[config.mk]
export PLATFORM = sky130hd
export DESIGN_NAME = srx_word_flat
export DESIGN_NICKNAME = d
export VERILOG_FILES = /design/src/rtl/srx_word_if.sv /design/src/rtl/srx_word.sv /design/src/flat_wrapper.sv
export SDC_FILE = /design/constraint.sdc
export NUM_CORES = 1
export LEC_CHECK = 0
export ABC_AREA = 1
export CORE_ASPECT_RATIO = 1.75
export CORE_UTILIZATION = 33
export DETAILED_ROUTE_END_ITERATION = 8
export PLACE_DENSITY_LB_ADDON = 0.1
export SYNTH_ARGS = -nofsm -noshare
export SYNTH_HDL_FRONTEND = slang
export SYNTH_SLANG_ARGS = --single-unit
export TNS_END_PERCENT = 5
[constraint.sdc]
create_clock -name s_clk -period 1.4 [get_ports s_clk]
set_input_delay 0.14 -clock s_clk [delete_from_list [all_inputs] [get_ports s_clk]]
set_output_delay 0.14 -clock s_clk [all_outputs]
set_load 0.02 [all_outputs]
[src/rtl/srx_word_if.sv]
// srx_word_if: serial line and received-word outputs of the srx_word receiver.
// The master side drives the serial line and observes the receiver outputs.
// The slave side is the receiver itself.
interface srx_word_if;
    logic        rxd;
    logic        rx_vld;
    logic [31:0] rx_data;
    logic        rx_err;

    modport master (output rxd, input rx_vld, input rx_data, input rx_err);
    modport slave  (input rxd, output rx_vld, output rx_data, output rx_err);
endinterface

[src/rtl/srx_word.sv]
// srx_word: UART-style byte receiver that assembles four bytes into a 32-bit word.
// The first received byte lands in rx_data[31:24]. A framing error drops the
// byte and any partial word.
// Optional feature macro SRX_TIMEOUT_EN: an idle timeout of TOUT cycles clears a
// partial word. When the macro is undefined, a partial word persists.
module srx_word #(
    parameter logic [15:0] DIVBAUD = 16'd234,
    parameter logic [3:0]  BITNUM  = 4'd10,
    parameter logic [15:0] TOUT    = 16'd4680
) (
    input  logic       s_clk,
    input  logic       s_rst,
    srx_word_if.slave  bus
);

    localparam logic [2:0] IDLE   = 3'd0;
    localparam logic [2:0] START  = 3'd1;
    localparam logic [2:0] DATA   = 3'd2;
    localparam logic [2:0] STOP   = 3'd3;
    localparam logic [2:0] WAITHI = 3'd4;

    localparam logic [15:0] HALF_BIT = DIVBAUD >> 1;
    localparam logic [15:0] LAST_CNT = DIVBAUD - 16'd1;
    // index of the last data bit: frame minus start and stop bits, minus one
    localparam logic [3:0]  LAST_BIT = BITNUM - 4'd3;

    logic        sync1_r;
    logic        sync2_r;
    logic        prev_r;
    logic [2:0]  settle_r;
    logic        rxd_s;
    logic        fall_s;

    logic [2:0]  state_r;
    logic [15:0] cnt_r;
    logic [3:0]  bit_cnt_r;
    logic [7:0]  shift_r;
    logic [23:0] partial_r;
    logic [1:0]  byte_cnt_r;
    logic        rx_vld_r;
    logic        rx_err_r;
    logic [31:0] rx_data_r;

`ifdef SRX_TIMEOUT_EN
    logic [15:0] idle_cnt_r;
`else
    logic        unused_tout_s;
    assign unused_tout_s = ^TOUT;
`endif

    assign rxd_s = sync2_r;
    // After reset the synchroniser still holds its forced-high value. settle_r
    // blocks edge detection until prev_r and rxd_s both carry real line
    // samples, so a line that is already low at release is not taken as a
    // start bit.
    assign fall_s = settle_r[2] & prev_r & ~rxd_s;

    // Two-flop synchroniser plus the previous-sample register used for edge detection
    always_ff @(posedge s_clk) begin
        if (s_rst) begin
            sync1_r  <= 1'b1;
            sync2_r  <= 1'b1;
            prev_r   <= 1'b1;
            settle_r <= 3'b000;
        end else begin
            sync1_r  <= bus.rxd;
            sync2_r  <= sync1_r;
            prev_r   <= sync2_r;
            settle_r <= {settle_r[1:0], 1'b1};
        end
    end

    // Frame FSM, bit timing, byte assembly and registered outputs
    always_ff @(posedge s_clk) begin
        if (s_rst) begin
            state_r    <= IDLE;
            cnt_r      <= 16'd0;
            bit_cnt_r  <= 4'd0;
            shift_r    <= 8'd0;
            partial_r  <= 24'd0;
            byte_cnt_r <= 2'd0;
            rx_vld_r   <= 1'b0;
            rx_err_r   <= 1'b0;
            rx_data_r  <= 32'h0;
`ifdef SRX_TIMEOUT_EN
            idle_cnt_r <= 16'd0;
`endif
        end else begin
            rx_vld_r <= 1'b0;
            rx_err_r <= 1'b0;
`ifdef SRX_TIMEOUT_EN
            idle_cnt_r <= 16'd0;
`endif
            case (state_r)
                IDLE: begin
                    cnt_r     <= 16'd0;
                    bit_cnt_r <= 4'd0;
                    if (fall_s) begin
                        state_r <= START;
                    end else begin
                        state_r <= IDLE;
                    end
`ifdef SRX_TIMEOUT_EN
                    if ((byte_cnt_r != 2'd0) && !fall_s) begin
                        if (idle_cnt_r == TOUT - 16'd1) begin
                            byte_cnt_r <= 2'd0;
                            partial_r  <= 24'd0;
                            idle_cnt_r <= 16'd0;
                        end else begin
                            idle_cnt_r <= idle_cnt_r + 16'd1;
                        end
                    end else begin
                        idle_cnt_r <= 16'd0;
                    end
`endif
                end
                START: begin
                    if (cnt_r == HALF_BIT) begin
                        cnt_r   <= 16'd0;
                        // a line that is high again at mid start bit was a glitch
                        state_r <= rxd_s ? IDLE : DATA;
                    end else begin
                        cnt_r <= cnt_r + 16'd1;
                    end
                end
                DATA: begin
                    if (cnt_r == LAST_CNT) begin
                        cnt_r   <= 16'd0;
                        shift_r <= {rxd_s, shift_r[7:1]};
                        if (bit_cnt_r == LAST_BIT) begin
                            bit_cnt_r <= 4'd0;
                            state_r   <= STOP;
                        end else begin
                            bit_cnt_r <= bit_cnt_r + 4'd1;
                        end
                    end else begin
                        cnt_r <= cnt_r + 16'd1;
                    end
                end
                STOP: begin
                    if (cnt_r == LAST_CNT) begin
                        cnt_r <= 16'd0;
                        if (rxd_s) begin
                            partial_r  <= {partial_r[15:0], shift_r};
                            byte_cnt_r <= byte_cnt_r + 2'd1;
                            if (byte_cnt_r == 2'd3) begin
                                rx_data_r <= {partial_r, shift_r};
                                rx_vld_r  <= 1'b1;
                            end else begin
                                rx_data_r <= rx_data_r;
                            end
                            state_r <= IDLE;
                        end else begin
                            rx_err_r   <= 1'b1;
                            byte_cnt_r <= 2'd0;
                            partial_r  <= 24'd0;
                            state_r    <= WAITHI;
                        end
                    end else begin
                        cnt_r <= cnt_r + 16'd1;
                    end
                end
                WAITHI: begin
                    if (rxd_s) begin
                        state_r <= IDLE;
                    end else begin
                        state_r <= WAITHI;
                    end
                end
                default: begin
                    state_r <= IDLE;
                    cnt_r   <= 16'd0;
                end
            endcase
        end
    end

    assign bus.rx_vld  = rx_vld_r;
    assign bus.rx_err  = rx_err_r;
    assign bus.rx_data = rx_data_r;

endmodule

[src/flat_wrapper.sv]
// flat-port wrapper written by rule: the top's interface ports become plain ports
module srx_word_flat 
#(
    parameter logic [15:0] DIVBAUD = 16'd234,
    parameter logic [3:0]  BITNUM  = 4'd10,
    parameter logic [15:0] TOUT    = 16'd4680
)
  (s_clk, s_rst, bus_rxd, bus_rx_vld, bus_rx_data, bus_rx_err);
  srx_word_if bus_i ();
  input  logic s_clk;
  input  logic s_rst;
  input wire logic [$bits(bus_i.rxd)-1:0] bus_rxd;
  output wire logic [$bits(bus_i.rx_vld)-1:0] bus_rx_vld;
  output wire logic [$bits(bus_i.rx_data)-1:0] bus_rx_data;
  output wire logic [$bits(bus_i.rx_err)-1:0] bus_rx_err;
  assign bus_i.rxd = bus_rxd;
  assign bus_rx_vld = bus_i.rx_vld;
  assign bus_rx_data = bus_i.rx_data;
  assign bus_rx_err = bus_i.rx_err;
  srx_word #(.DIVBAUD(DIVBAUD), .BITNUM(BITNUM), .TOUT(TOUT)) u_core (.s_clk(s_clk), .s_rst(s_rst), .bus(bus_i));
endmodule
==> impl_metrics.json <==
{
  "layoutNonFillerInstCount": 793,
  "violations": "setup timing",
  "firstDrtPassIters": 5,
  "path_class": "reg -> reg",
  "critPathRequiredTime_ns": 1.61,
  "switching_power_w": 0.00179,
  "multi_input_area_um2": 1950,
  "fin_util_pct": 44.9,
  "layout_common_cells": "144 x nand2_1, 94 x dfxtp_1, 78 x a21oi_1, 46 x buf_4, 41 x nand4_1",
  "gr-usage-all-layers_pct": 18.2,
  "r2r_slack_ns": -0.12,
  "maxCapViolations": 0,
  "period_share_pct": 109,
  "design.core.area_um2": 12000,
  "finalWeightedCongestion": 0.812,
  "place_inst": 777,
  "clkLatencyLatePin_ns": 0.34,
  "syn_area_um2": 4080,
  "maxSlewViolCount": 0,
  "netlist_instances": 550,
  "rsz0062_at_grt": "true",
  "vias": 3829,
  "syn_avg_cell_area_um2": 7.41,
  "synth.distinct_cells": 27,
  "die_y_um": 149,
  "fmax_mhz": 657,
  "p_leak_nw": 2.16,
  "clock-root-buffer": "clkbuf_16",
  "fin_skew_ns": 0.00599,
  "die_area_um2": 12800,
  "clkSinkCount": 97,
  "drive_gt1_share_pct": 18.3,
  "outcome": "complete, but fails checks",
  "finalCriticalPeriod_ns": 1.52,
  "htree_levels": 3,
  "hp-class": "in -> reg",
  "grt_overflow_total": 0,
  "drc": 0,
  "grt_pass1_vias": 3790,
  "seqCellArea_um2": 1950,
  "crit_arrival_ns": 1.74,
  "drt-total-wl_um": 11100,
  "cts_buffers": 9,
  "hold_viol_final": 0,
  "critPathLaunchType": "flop",
  "viasPerCell": 4.83,
  "drt_iter0_markers": 153,
  "antenna_cells": 0,
  "critPathMaxFanout": 32,
  "syn-num-nets": 557,
  "grt_max_degree": 85,
  "p_int_w": 0.00451,
  "std_cell_rows": 53,
  "yosysWarnings": 0,
  "final_common_cell": "nand2_1",
  "grt_pass1_wl_um": 18100,
  "antenna_found_initial": 0,
  "clockBufferDepth": 2,
  "seqPwrFrac_pct": 45.7,
  "dp.final_hpwl_um": 8000,
  "clk_pin_slew_ns": 0.07,
  "fillers": 1247,
  "cts_tree": "yes",
  "power.density_nw_per_um2": 1170,
  "p_comb_share_pct": 15.9,
  "worst_slack_ns": -0.123,
  "die_w_um": 86.0,
  "worstMarginPinSlew_ns": 0.417,
  "synth.ff_latch_count": 97,
  "endpoint_kind": "flop",
  "synth-seq-area-share_pct": 47.6,
  "final_net_count": 630,
  "reg2reg_depth": 9,
  "wl_per_cell_um": 14.1,
  "setup_viol": 76,
  "slew_headroom_pct": 72.2,
  "initial_core_util_pct": 34.0,
  "portBuffers": 36,
  "whs_path_depth": 2,
  "switching_share_pct": 28.5,
  "fin_tns_setup_ns": -5.73,
  "clkPwrFrac_pct": 38.4,
  "drtAntennaViolNets": 0,
  "irDropWorstVdd_mv": 0.641,
  "io_pins": 37,
  "area_growth_pct": 32.3
}
## timing repair
action,CTS,global route
gates resized for setup,59,17
pin swaps,8,1
buffers inserted,0,0
cloned,0,0
hold buffers,0,0
endpoints found under the setup margin,125,91
## path summary, 6_finish.rpt
kind                                                   start                                 end
worst max-delay path            u_core.cnt_r[1]$_SDFFE_PP0P_  u_core.bus.rx_data[3]$_SDFFE_PP0P_
worst min-delay path                                   s_rst          u_core.settle_r[0]$_DFF_P_
worst max register to register  u_core.cnt_r[1]$_SDFFE_PP0P_  u_core.bus.rx_data[3]$_SDFFE_PP0P_
worst min register to register    u_core.settle_r[0]$_DFF_P_       u_core.settle_r[1]$_SDFF_PP0_
## metrics by stage
step	instance area (um2)	setup slack, ns	hold slack, ns	power (W)
floorplan	4090	-0.0124	0.244	0.00346
global placement	5000	-0.180	0.389	0.00379
detailed placement	5000	-0.172	0.397	0.00380
CTS	5340	-0.132	0.231	0.00630
global route	5390	-0.230	0.245	0.00659
finish	5390	-0.123	0.234	0.00630
## worst max-delay path, cell delays in order, from the launching register on
cell,delay [ns]
dfxtp_2,0.32
inv_2,0.06
ha_4,0.12
nand3b_1,0.12
nor2_4,0.15
buf_4,0.14
nand4_1,0.13
buf_12,0.21
nand2_1,0.06
a21oi_1,0.06
## sequential cells by signal, summed over array words and instances (netlist names)
| register | cells |
|---|---|
| u_core.bit_cnt_r | 4 |
| u_core.bus.rx_data | 32 |
| u_core.bus.rx_err | 1 |
| u_core.bus.rx_vld | 1 |
| u_core.byte_cnt_r | 2 |
| u_core.cnt_r | 16 |
| u_core.partial_r | 24 |
| u_core.prev_r | 1 |
| u_core.rxd_s | 1 |
| u_core.settle_r | 3 |
| u_core.shift_r | 8 |
| u_core.state_r | 3 |
| u_core.sync1_r | 1 |
## routing by layer
| layer | GRT usage, % | part of all wire [%] |
|---|---|---|
| met1 | 18.2 | 38 |
| met2 | 35.5 | 57 |
| met3 | 2.88 | 1.8 |
| met4 | 8.92 | 3.0 |
| met5 | 0 | 0 |
## synthesized netlist by cell type
cell	instances	area, um2
a21oi_1	79	395
nor2_1	41	154
or2_2	2	12.5
nor3_1	4	20.0
clkbuf_1	19	71.3
clkinv_1	1	3.75
o21a_1	1	7.51
nor2_4	2	22.5
xor2_1	1	8.76
nor4_2	1	12.5
inv_2	3	11.3
nor3b_1	1	7.51
nand3_4	1	17.5
nand2_1	153	574
buf_2	4	20.0
nand3_1	40	200
nand3_2	1	10.0
dfxtp_1	97	1940
nor2_8	1	20.0
nand3b_1	2	15.0
buf_6	3	33.8
ha_1	4	50.1
buf_4	5	37.5
o21ai_0	6	30.0
nand4_1	41	257
a21o_1	1	7.51
inv_1	36	135
## power by group through the flow
stage                     combinational (W)  sequential, W  clock (W)
final                               0.00100        0.00288    0.00242
after global routing                0.00112        0.00289    0.00259
after CTS                          0.000961        0.00288    0.00246
after detailed placement           0.000869        0.00293          0
after global placement             0.000856        0.00293          0
after floorplan                    0.000533        0.00293          0
## cell type report
type,instances,share of cell area [%]
clock buffer,11,4.69
clock inverter,5,0.696
inverter,40,2.83
multi-input combinational,382,36.2
sequential,97,36.1
tap,165,3.83
timing repair buffer,93,15.6
## kinds of logic (layout without fill, tap and decap cells)
logic type / after synthesis / in the layout / synth area share, %
AOI/OAI and AO/OA: 87 / 87 / 10.8
xor gates and xnor gates: 1 / 1 / 0.215
adders and majority gates: 4 / 4 / 1.23
buffers and inverters: 71 / 149 / 7.67
DFF: 97 / 97 / 47.6
and+or+nand+nor: 290 / 290 / 32.4
No activity file was read; power rests on OpenSTA's default activity.
